===== src/rtl/sdram_cmd_arbiter.sv =====
// N-port SDRAM command arbiter. It picks one FIFO head per cycle using urgency,
// row-hit and write-streak tiers, with round-robin inside each tier, into a registered command slot.
module sdram_cmd_arbiter #(
  parameter int NUM_PORTS     = 4,
  parameter int ADDR_W        = 25,
  parameter int DATA_W        = 16,
  parameter int ROW_LSB       = 10,
  parameter int ROW_W         = 15,
  parameter int USEDW_W       = 8,
  parameter int URGENT_THRESH = 200,
  parameter int STARVE_LIMIT  = 64
) (
  input  logic                          clk,
  input  logic                          rst,
  input  logic [NUM_PORTS-1:0]          req_valid,
  input  logic [NUM_PORTS-1:0]          req_write,
  input  logic [NUM_PORTS*ADDR_W-1:0]   req_addr,
  input  logic [NUM_PORTS*DATA_W-1:0]   req_data,
  input  logic [NUM_PORTS*USEDW_W-1:0]  req_usedw,
  output logic [NUM_PORTS-1:0]          req_pop,
  input  logic                          row_close,
  output logic                          cmd_valid,
  input  logic                          cmd_ready,
  output logic                          cmd_write,
  output logic [ADDR_W-1:0]             cmd_addr,
  output logic [DATA_W-1:0]             cmd_data,
  output logic [$clog2(NUM_PORTS)-1:0]  cmd_port
);

  localparam int PORT_W   = $clog2(NUM_PORTS);
  localparam int STARVE_W = $clog2(STARVE_LIMIT + 1);
  localparam logic [USEDW_W-1:0]  URGENT_T   = USEDW_W'(URGENT_THRESH);
  localparam logic [STARVE_W-1:0] STARVE_MAX = STARVE_W'(STARVE_LIMIT);

  logic [ADDR_W-1:0]  addr_a  [NUM_PORTS];
  logic [DATA_W-1:0]  data_a  [NUM_PORTS];
  logic [USEDW_W-1:0] usedw_a [NUM_PORTS];
  logic [ROW_W-1:0]   row_a   [NUM_PORTS];

  logic                cmd_valid_q, cmd_valid_d;
  logic                cmd_write_q, cmd_write_d;
  logic [ADDR_W-1:0]   cmd_addr_q,  cmd_addr_d;
  logic [DATA_W-1:0]   cmd_data_q,  cmd_data_d;
  logic [PORT_W-1:0]   cmd_port_q,  cmd_port_d;
  logic [PORT_W-1:0]   rr_ptr_q,    rr_ptr_d;
  logic                last_write_q, last_write_d;
  logic                row_valid_q,  row_valid_d;
  logic [ROW_W-1:0]    present_row_q, present_row_d;
  logic [STARVE_W-1:0] starve_q [NUM_PORTS];
  logic [STARVE_W-1:0] starve_d [NUM_PORTS];

  logic                 slot_free;
  logic                 grant_found;
  logic [PORT_W-1:0]    grant_idx;
  logic [NUM_PORTS-1:0] urg, hit, t_hit_wr, t_hit_rd, t_wr, t_rd, sel_mask;

  always_comb begin
    for (int i = 0; i < NUM_PORTS; i++) begin
      addr_a[i]  = req_addr[i*ADDR_W +: ADDR_W];
      data_a[i]  = req_data[i*DATA_W +: DATA_W];
      usedw_a[i] = req_usedw[i*USEDW_W +: USEDW_W];
      row_a[i]   = addr_a[i][ROW_LSB +: ROW_W];
    end
  end

  // NOTE: every always_comb output gets a default first so no path can infer a latch.
  always_comb begin
    urg = '0;
    hit = '0;
    for (int i = 0; i < NUM_PORTS; i++) begin
      hit[i] = row_valid_q && (row_a[i] == present_row_q);
      urg[i] = req_valid[i] && ((usedw_a[i] > URGENT_T) || (starve_q[i] >= STARVE_MAX));
    end
    t_hit_wr = req_valid & hit & req_write & {NUM_PORTS{last_write_q}};
    t_hit_rd = req_valid & hit & ~req_write;
    t_wr     = req_valid & req_write;
    t_rd     = req_valid & ~req_write;
    if (|urg)           sel_mask = urg;
    else if (|t_hit_wr) sel_mask = t_hit_wr;
    else if (|t_hit_rd) sel_mask = t_hit_rd;
    else if (|t_wr)     sel_mask = t_wr;
    else                sel_mask = t_rd;
  end

  // Round-robin scan of the winning tier, starting at rr_ptr.
  always_comb begin
    grant_found = 1'b0;
    grant_idx   = '0;
    for (int off = 0; off < NUM_PORTS; off++) begin
      int idx;
      idx = int'(rr_ptr_q) + off;
      if (idx >= NUM_PORTS) idx = idx - NUM_PORTS;
      if (!grant_found && sel_mask[idx]) begin
        grant_found = 1'b1;
        grant_idx   = PORT_W'(idx);
      end
    end
  end

  assign slot_free = ~cmd_valid_q | cmd_ready;
  assign req_pop   = (slot_free && grant_found && !rst) ? (NUM_PORTS'(1) << grant_idx) : '0;

  always_comb begin
    cmd_valid_d   = cmd_valid_q;
    cmd_write_d   = cmd_write_q;
    cmd_addr_d    = cmd_addr_q;
    cmd_data_d    = cmd_data_q;
    cmd_port_d    = cmd_port_q;
    rr_ptr_d      = rr_ptr_q;
    last_write_d  = last_write_q;
    present_row_d = present_row_q;
    row_valid_d   = row_valid_q & ~row_close;
    for (int i = 0; i < NUM_PORTS; i++) starve_d[i] = starve_q[i];

    if (slot_free) begin
      for (int i = 0; i < NUM_PORTS; i++) begin
        if (!req_valid[i] || (grant_found && grant_idx == PORT_W'(i)))
          starve_d[i] = '0;
        else if (starve_q[i] < STARVE_MAX)
          starve_d[i] = starve_q[i] + 1'b1;
      end
      if (grant_found) begin
        cmd_valid_d   = 1'b1;
        cmd_write_d   = req_write[grant_idx];
        cmd_addr_d    = addr_a[grant_idx];
        cmd_data_d    = data_a[grant_idx];
        cmd_port_d    = grant_idx;
        rr_ptr_d      = (grant_idx == PORT_W'(NUM_PORTS - 1)) ? '0 : grant_idx + 1'b1;
        last_write_d  = req_write[grant_idx];
        present_row_d = row_a[grant_idx];
        row_valid_d   = 1'b1;
      end else begin
        cmd_valid_d = 1'b0;
      end
    end
  end

  // NOTE: state registers use non-blocking assignments only; the starve array is
  // a handful of flops, so it is reset along with everything else.
  always_ff @(posedge clk or posedge rst) begin
    if (rst) begin
      cmd_valid_q   <= 1'b0;
      cmd_write_q   <= 1'b0;
      cmd_addr_q    <= '0;
      cmd_data_q    <= '0;
      cmd_port_q    <= '0;
      rr_ptr_q      <= '0;
      last_write_q  <= 1'b1;
      row_valid_q   <= 1'b0;
      present_row_q <= '0;
      for (int i = 0; i < NUM_PORTS; i++) starve_q[i] <= '0;
    end else begin
      cmd_valid_q   <= cmd_valid_d;
      cmd_write_q   <= cmd_write_d;
      cmd_addr_q    <= cmd_addr_d;
      cmd_data_q    <= cmd_data_d;
      cmd_port_q    <= cmd_port_d;
      rr_ptr_q      <= rr_ptr_d;
      last_write_q  <= last_write_d;
      row_valid_q   <= row_valid_d;
      present_row_q <= present_row_d;
      for (int i = 0; i < NUM_PORTS; i++) starve_q[i] <= starve_d[i];
    end
  end

  assign cmd_valid = cmd_valid_q;
  assign cmd_write = cmd_write_q;
  assign cmd_addr  = cmd_addr_q;
  assign cmd_data  = cmd_data_q;
  assign cmd_port  = cmd_port_q;

endmodule


===== config.mk =====
export PLATFORM = sky130hd
export DESIGN_NAME = sdram_cmd_arbiter
export DESIGN_NICKNAME = d
export VERILOG_FILES = /design/src/rtl/sdram_cmd_arbiter.sv
export SDC_FILE = /design/constraint.sdc
export NUM_CORES = 1
export LEC_CHECK = 0
export ABC_AREA = 1
export CAP_MARGIN = 20
export CORE_ASPECT_RATIO = 1.4
export CORE_MARGIN = 8
export CORE_UTILIZATION = 49
export DETAILED_ROUTE_END_ITERATION = 12
export HOLD_SLACK_MARGIN = 0.15
export PLACE_DENSITY = 0.88
export REMOVE_ABC_BUFFERS = 1
export SLEW_MARGIN = 5
export SYNTH_ARGS = -nofsm -noshare
export SYNTH_HDL_FRONTEND = slang
export SYNTH_SLANG_ARGS = --single-unit

===== constraint.sdc =====
create_clock -name clk -period 7.33 [get_ports clk]
set_input_delay 1.466 -clock clk [delete_from_list [all_inputs] [get_ports clk]]
set_output_delay 1.466 -clock clk [all_outputs]
set_load 0.05 [all_outputs]

Word-level counts from Yosys, hierarchy flattened --
Cells that the tools add are included.
Word-level totals: ROM bits 0, memories 0, bits in registers 92, bits of input ports 208, output and inout bits 49, RAM bits 0, latch bits 0
Operators by class: bitwise logic cells 12, shift-type cells 1, equality and inequality tests 7, add/sub/neg operators 12, reduce and logical (&&, ||, !) cells 47, $lt $le $gt $ge 22, $mul 0, div/mod/pow operators 0, mux-type cells 52
Operators by type and width (number):
- $lt 32x4->1 const B | 4
- $mux 32 | 4
- $eq 15x15->1 | 4
- $mux 7 | 8
- $bmux 25 s2 | 1
- $mux 25 | 2
- $bmux 16 s2 | 1
- $gt 8x8->1 const B | 4
- $mux 16 | 2
- $bmux 15 s2 | 1
- $mux 15 | 2
- $add 7x1->7 const B | 4
- $ge 7x7->1 const B | 4
- $lt 7x7->1 const B | 4
- $and 4x4->4 | 6
- $mux 4 | 5
- $logic_and 1x1->1 | 17
- $mux 1 | 16
- $reduce_or 4->1 | 4
- $ge 3x3->1 const B | 4
- $sub 3x3->4 const B | 3
- $bmux 1 s2 | 5
- $mux 2 | 5
- $reduce_and 2->1 | 5
- other kinds (18) | 38

Longest topological paths before layout --
depth after elaboration 26, depth in mapped cells 31

Worst setup path after synthesis --
No wires, ideal clock.
path type input -> output, start point input req_usedw[17], end point output req_pop[1], stages 23, arrival 4294 ps, path slack 1570 ps, cell sequence nor3_1 -> nor2_1 -> nor3_1 -> nor2_1 -> o21ai_1 -> nand2_1 -> nor2_4 -> inv_2 -> nand2_1 -> nand2_1 -> nand2_1 -> nand2_2 -> nor2_8 -> nor2_8 -> nand3b_4 -> nand2_2 -> nand2_2 -> buf_6 -> buf_6 -> buf_6 -> ha_1 -> inv_1 -> nor2_1
RTL lines:
- start, declared | RTL line 19 | input logic [NUM_PORTS*USEDW_W-1:0] req_usedw,
- $gt 8x8->1 * | RTL line 72 | urg[i] = req_valid[i] && ((usedw_a[i] > URGENT_T) || (starve_q[i] >= STARVE_MAX));
- $logic_or 1x1->1 * | RTL line 72
- $logic_and 1x1->1 * | RTL line 72
- $reduce_or 4->1 | RTL line 78 | if (|urg) sel_mask = urg;
- $mux 4 * | RTL line 78
- $bmux 1 s2 | RTL line 93 | if (!grant_found && sel_mask[idx]) begin
- $mux 1 (not written as such) (2 in series) | RTL line 93
- $mux 1 | RTL line 93
- [4 not listed]
- $logic_and 1x1->1 | RTL line 93
- $mux 1 | RTL line 93
- $logic_not 1->1 | RTL line 93
- $logic_and 1x1->1 | RTL line 93
- $mux 2 * | RTL line 93
- net grant_idx[0] | RTL line 54 | logic [PORT_W-1:0] grant_idx;
- $shl 1x2->4 * | RTL line 101 | assign req_pop = (slot_free && grant_found && !rst) ? (NUM_PORTS'(1) << grant_idx) : '0;
- $mux 4 * | RTL line 101
- end, declared | RTL line 20 | output logic [NUM_PORTS-1:0] req_pop,
Mark *: on every way through the listed nets, which the timed path passes. The rest lies on a longest branch. The select of a mux whose other input is x is not followed.

Worst setup path in the final report --
start point input req_usedw[8], end point output req_pop[0]
On the way: cells in the longest elaborated chain, start to end 21
RTL lines (RTL line):
- $gt 8x8->1 * | 72
- $logic_or 1x1->1 * | 72
- $logic_and 1x1->1 * | 72
- $reduce_or 4->1 | 78
- $mux 4 * | 78
- $bmux 1 s2 | 93
- $mux 1 (not written as such) (2 in series) | 93
- $mux 1 | 93
- [3 not listed]
- $logic_not 1->1 | 93
- $logic_and 1x1->1 | 93
- $mux 1 | 93
- $logic_not 1->1 | 93
- $logic_and 1x1->1 | 93
- $mux 1 | 93
- $logic_and 1x1->1 (2 in series) | 101
- $mux 4 * | 101
Every way passes the cells marked *; elsewhere a longest branch is shown, timed or not. The select of a mux whose other input is x is not followed.

==> flow_metrics.tcl <==
set metrics [dict create \
    gr-usage-all-layers 0.2715 \
    wl_per_cell_um 15.71 \
    p_leak_uw 0.005033 \
    dieArea_sq_mm 0.01761 \
    drive_above_1_share 0.06208 \
    fin_crit_ns 6.478 \
    hpwlAfterDp_um 18700 \
    hold_slack_ns 0.4770 \
    synth.distinct_cells 37 \
    cts_buffers 9 \
    worst_slew_pin_slew_ns 0.7649 \
    p_int_uw 1915 \
    final_area_sq_mm 0.009642 \
    status "finished, final reports clean" \
    cts_sinks 77 \
    ant_nets 0 \
    rows 50 \
    grt_max_degree 72 \
    required_ns 5.86 \
    fin_cells 1535 \
    die-height_um 153.9 \
    htreeDepth 3 \
    synth-edff-count 0 \
    p_per_area_mw_per_mm2 453.0 \
    power.switching_uw 2453 \
    cts_hold_buf 0 \
    synth.largest_area_cell "dfrtp_1" \
    grt_pass1_vias 7513 \
    die_x_um 114.5 \
    clk_path_buf_depth 2 \
    ys_warn_count 0 \
    routed-via-count 7846 \
    drc 0 \
    antenna_found_initial 0 \
    holdCritPathClass "reg2reg" \
    ys.flop_type "dfrtp_1" \
    total_power_uw 4368 \
    gp_congestion 0.9685 \
    seqPwrFrac 0.178 \
    place_area_sq_mm 0.009316 \
    rsz0062_at_grt "false" \
    coreArea_sq_mm 0.01333 \
    cap_violations 0 \
    syn-cell-area_sq_mm 0.006651 \
    critPathArrivalTime_ns 5.01 \
    area.growth.synth_to_final_pct 44.96 \
    finalHoldViolCount 0 \
    firstDrtPassIters 7 \
    synth_cells 1111 \
    yosysMostFrequentCell "nand2_1" \
    setup_tns_ns 0 \
    io_buffers 256 \
    crit_fanout 20 \
    grt_pass1_wl_um 37790 \
    maxSlewHeadroom 0.4901 \
    nNetsFinal 1564 \
    clock-root-buffer "clkbuf_16" \
    skew_ns 0.009692 \
    cp-end-kind "primary output" \
    cts_resized 0 \
    cts_setup_buffers 0 \
    ios 257 \
    dr.first_iter.drc_count 573 \
    ys_ff_latch 77 \
    ys_top_cells_by_count "449 x nand2_1, 156 x inv_1, 138 x nand3_1, 102 x nor2_1, 76 x dfrtp_1" \
    post-synth-top-area-fraction 0.2859 \
    worstSetupPathType "in2out" \
    num_antenna_cells 0 \
    swShare 0.5616 \
    wirelength_um 24110 \
    synth-async-reset-ratio 1.000 \
    synthTopCellsByArea "dfrtp_1 29%, nand2_1 25%, nand3_1 10%" \
    cts.clk_slew.worst_paths_ns 0.06 \
    fillers 1115 \
    synth-seq-area-share 0.2899 \
    cts_tree "done" \
    report.final.slew_viol_count 0 \
    vias_per_cell 5.111 \
    place_inst 1519 \
    setup_viol 0 \
    comb_power_share 0.708 \
    ir_drop_v 0.0005436 \
    period_share 0.8838 \
    clockPowerShare 0.114 \
    start_util 0.4992 \
    grt_overflow 0 \
    clock.fmax_ghz 0.1544 \
    start_kind "input port" \
    avgSynthCellArea_sq_um 5.987 \
    clkLatencyLatePin_ns 0.34 \
]
[sequential cells by signal (all words and copies together) (netlist names)]
register,count
starve_q,28
cmd_addr,25
cmd_data,16
cmd_port,2
rr_ptr_q,2
cmd_valid,1
cmd_write,1
last_write_q,1
row_valid_q,1
[worst paths after layout]
path | from | end | slack (ns) | depth (start not counted)
worst min register to register | cmd_port[1] | cmd_port[1] | 0.48 | 2
worst min-delay path | cmd_port[1] | cmd_port[1] | 0.48 | 2
worst max-delay path | req_usedw[8] | req_pop[0] | 0.85 | 22
worst max register to register | cmd_addr[18] | cmd_data[15] | 3.30 | 27
min in group asynchronous | rst | starve_q[11] | 1.52 | 2
max in group asynchronous | rst | starve_q[1] | 4.81 | 3
[cells by family after synthesis]
logic type,share of synthesized area
DFF,0.2899
buffers and inverters,0.1317
xor gates and xnor gates,0.02897
and+or+nand+nor,0.4605
adders and majority gates,0.01505
AOI/OAI and AO/OA,0.07393
[layout make-up]
cell class | count | area (sq um) | share of cell area
Inverter | 175 | 660.6 | 0.06852
Clock buffer | 11 | 242.7 | 0.02518
Tap cell | 182 | 227.7 | 0.02362
Clock inverter | 5 | 82.58 | 0.008565
Timing Repair Buffer | 262 | 2648 | 0.2746
Sequential cell | 77 | 1928 | 0.2000
Multi-Input combinational cell | 823 | 3852 | 0.3996
[power by group through the flow]
stage / registers (uW) / clock network (uW) / logic (uW)
after floorplan: 1180 / 0 / 1690
after global placement: 774 / 0 / 3020
after detailed placement: 779 / 0 / 3080
after CTS: 774 / 501 / 3090
after global routing: 802 / 522 / 3390
final: 778 / 497 / 3090
[critical path, stage by stage]
cell	delay, ns
clkdlybuf4s50_1	0.40
nor3_1	0.21
nor2_1	0.06
nor3_1	0.14
nor2_1	0.08
o21ai_1	0.22
nand2_1	0.13
nor2_4	0.17
inv_2	0.07
nand2_1	0.07
nand2_1	0.08
nand2_1	0.08
nand2_2	0.09
nor2_8	0.18
nor2_1	0.07
a21oi_2	0.15
nand3_4	0.29
inv_2	0.40
ha_1	0.25
inv_1	0.04
nor2_1	0.19
buf_12	0.17
[layout by cell type, fill, tap and decap left out, types with 2 or more instances in the layout]
cell type,synthesis,layout
inv_2,18,18
clkbuf_16,0,9
nand4_1,6,6
a21oi_1,15,15
nor3_1,4,4
clkinv_2,0,2
nor2_1,102,102
xnor2_1,12,12
nand2_1,449,449
inv_1,156,155
o21ai_0,18,18
xor2_1,10,10
buf_4,5,6
bufinv_16,0,2
nand2_2,9,8
ha_1,8,8
buf_12,0,4
o21ai_1,10,10
clkdlybuf4s50_1,0,252
nand3_1,138,138
nand3_2,3,3
dfrtp_1,76,76
or2_1,4,4
o22ai_1,2,2
o211ai_2,18,18
o31ai_1,2,2
nor2_8,3,3
[per-stage QoR]
step             util  setup WS (ns)
2_1_floorplan       -        -0.2519
3_3_place_gp   0.6992         0.9129
3_5_place_dp   0.6992         0.8483
4_1_cts        0.7236         0.8316
5_1_grt        0.7236         0.4450
6_report       0.7236         0.8515
[per-layer routing]
metal	track usage	part of all wire	vias up
li1	-	-	3883
met2	0.4740	0.49	359
met4	0.1369	0.039	0
met5	0	0	-
met3	0.05958	0.085	65
met1	0.3006	0.38	3539
No activity file was read; power rests on OpenSTA's default activity.
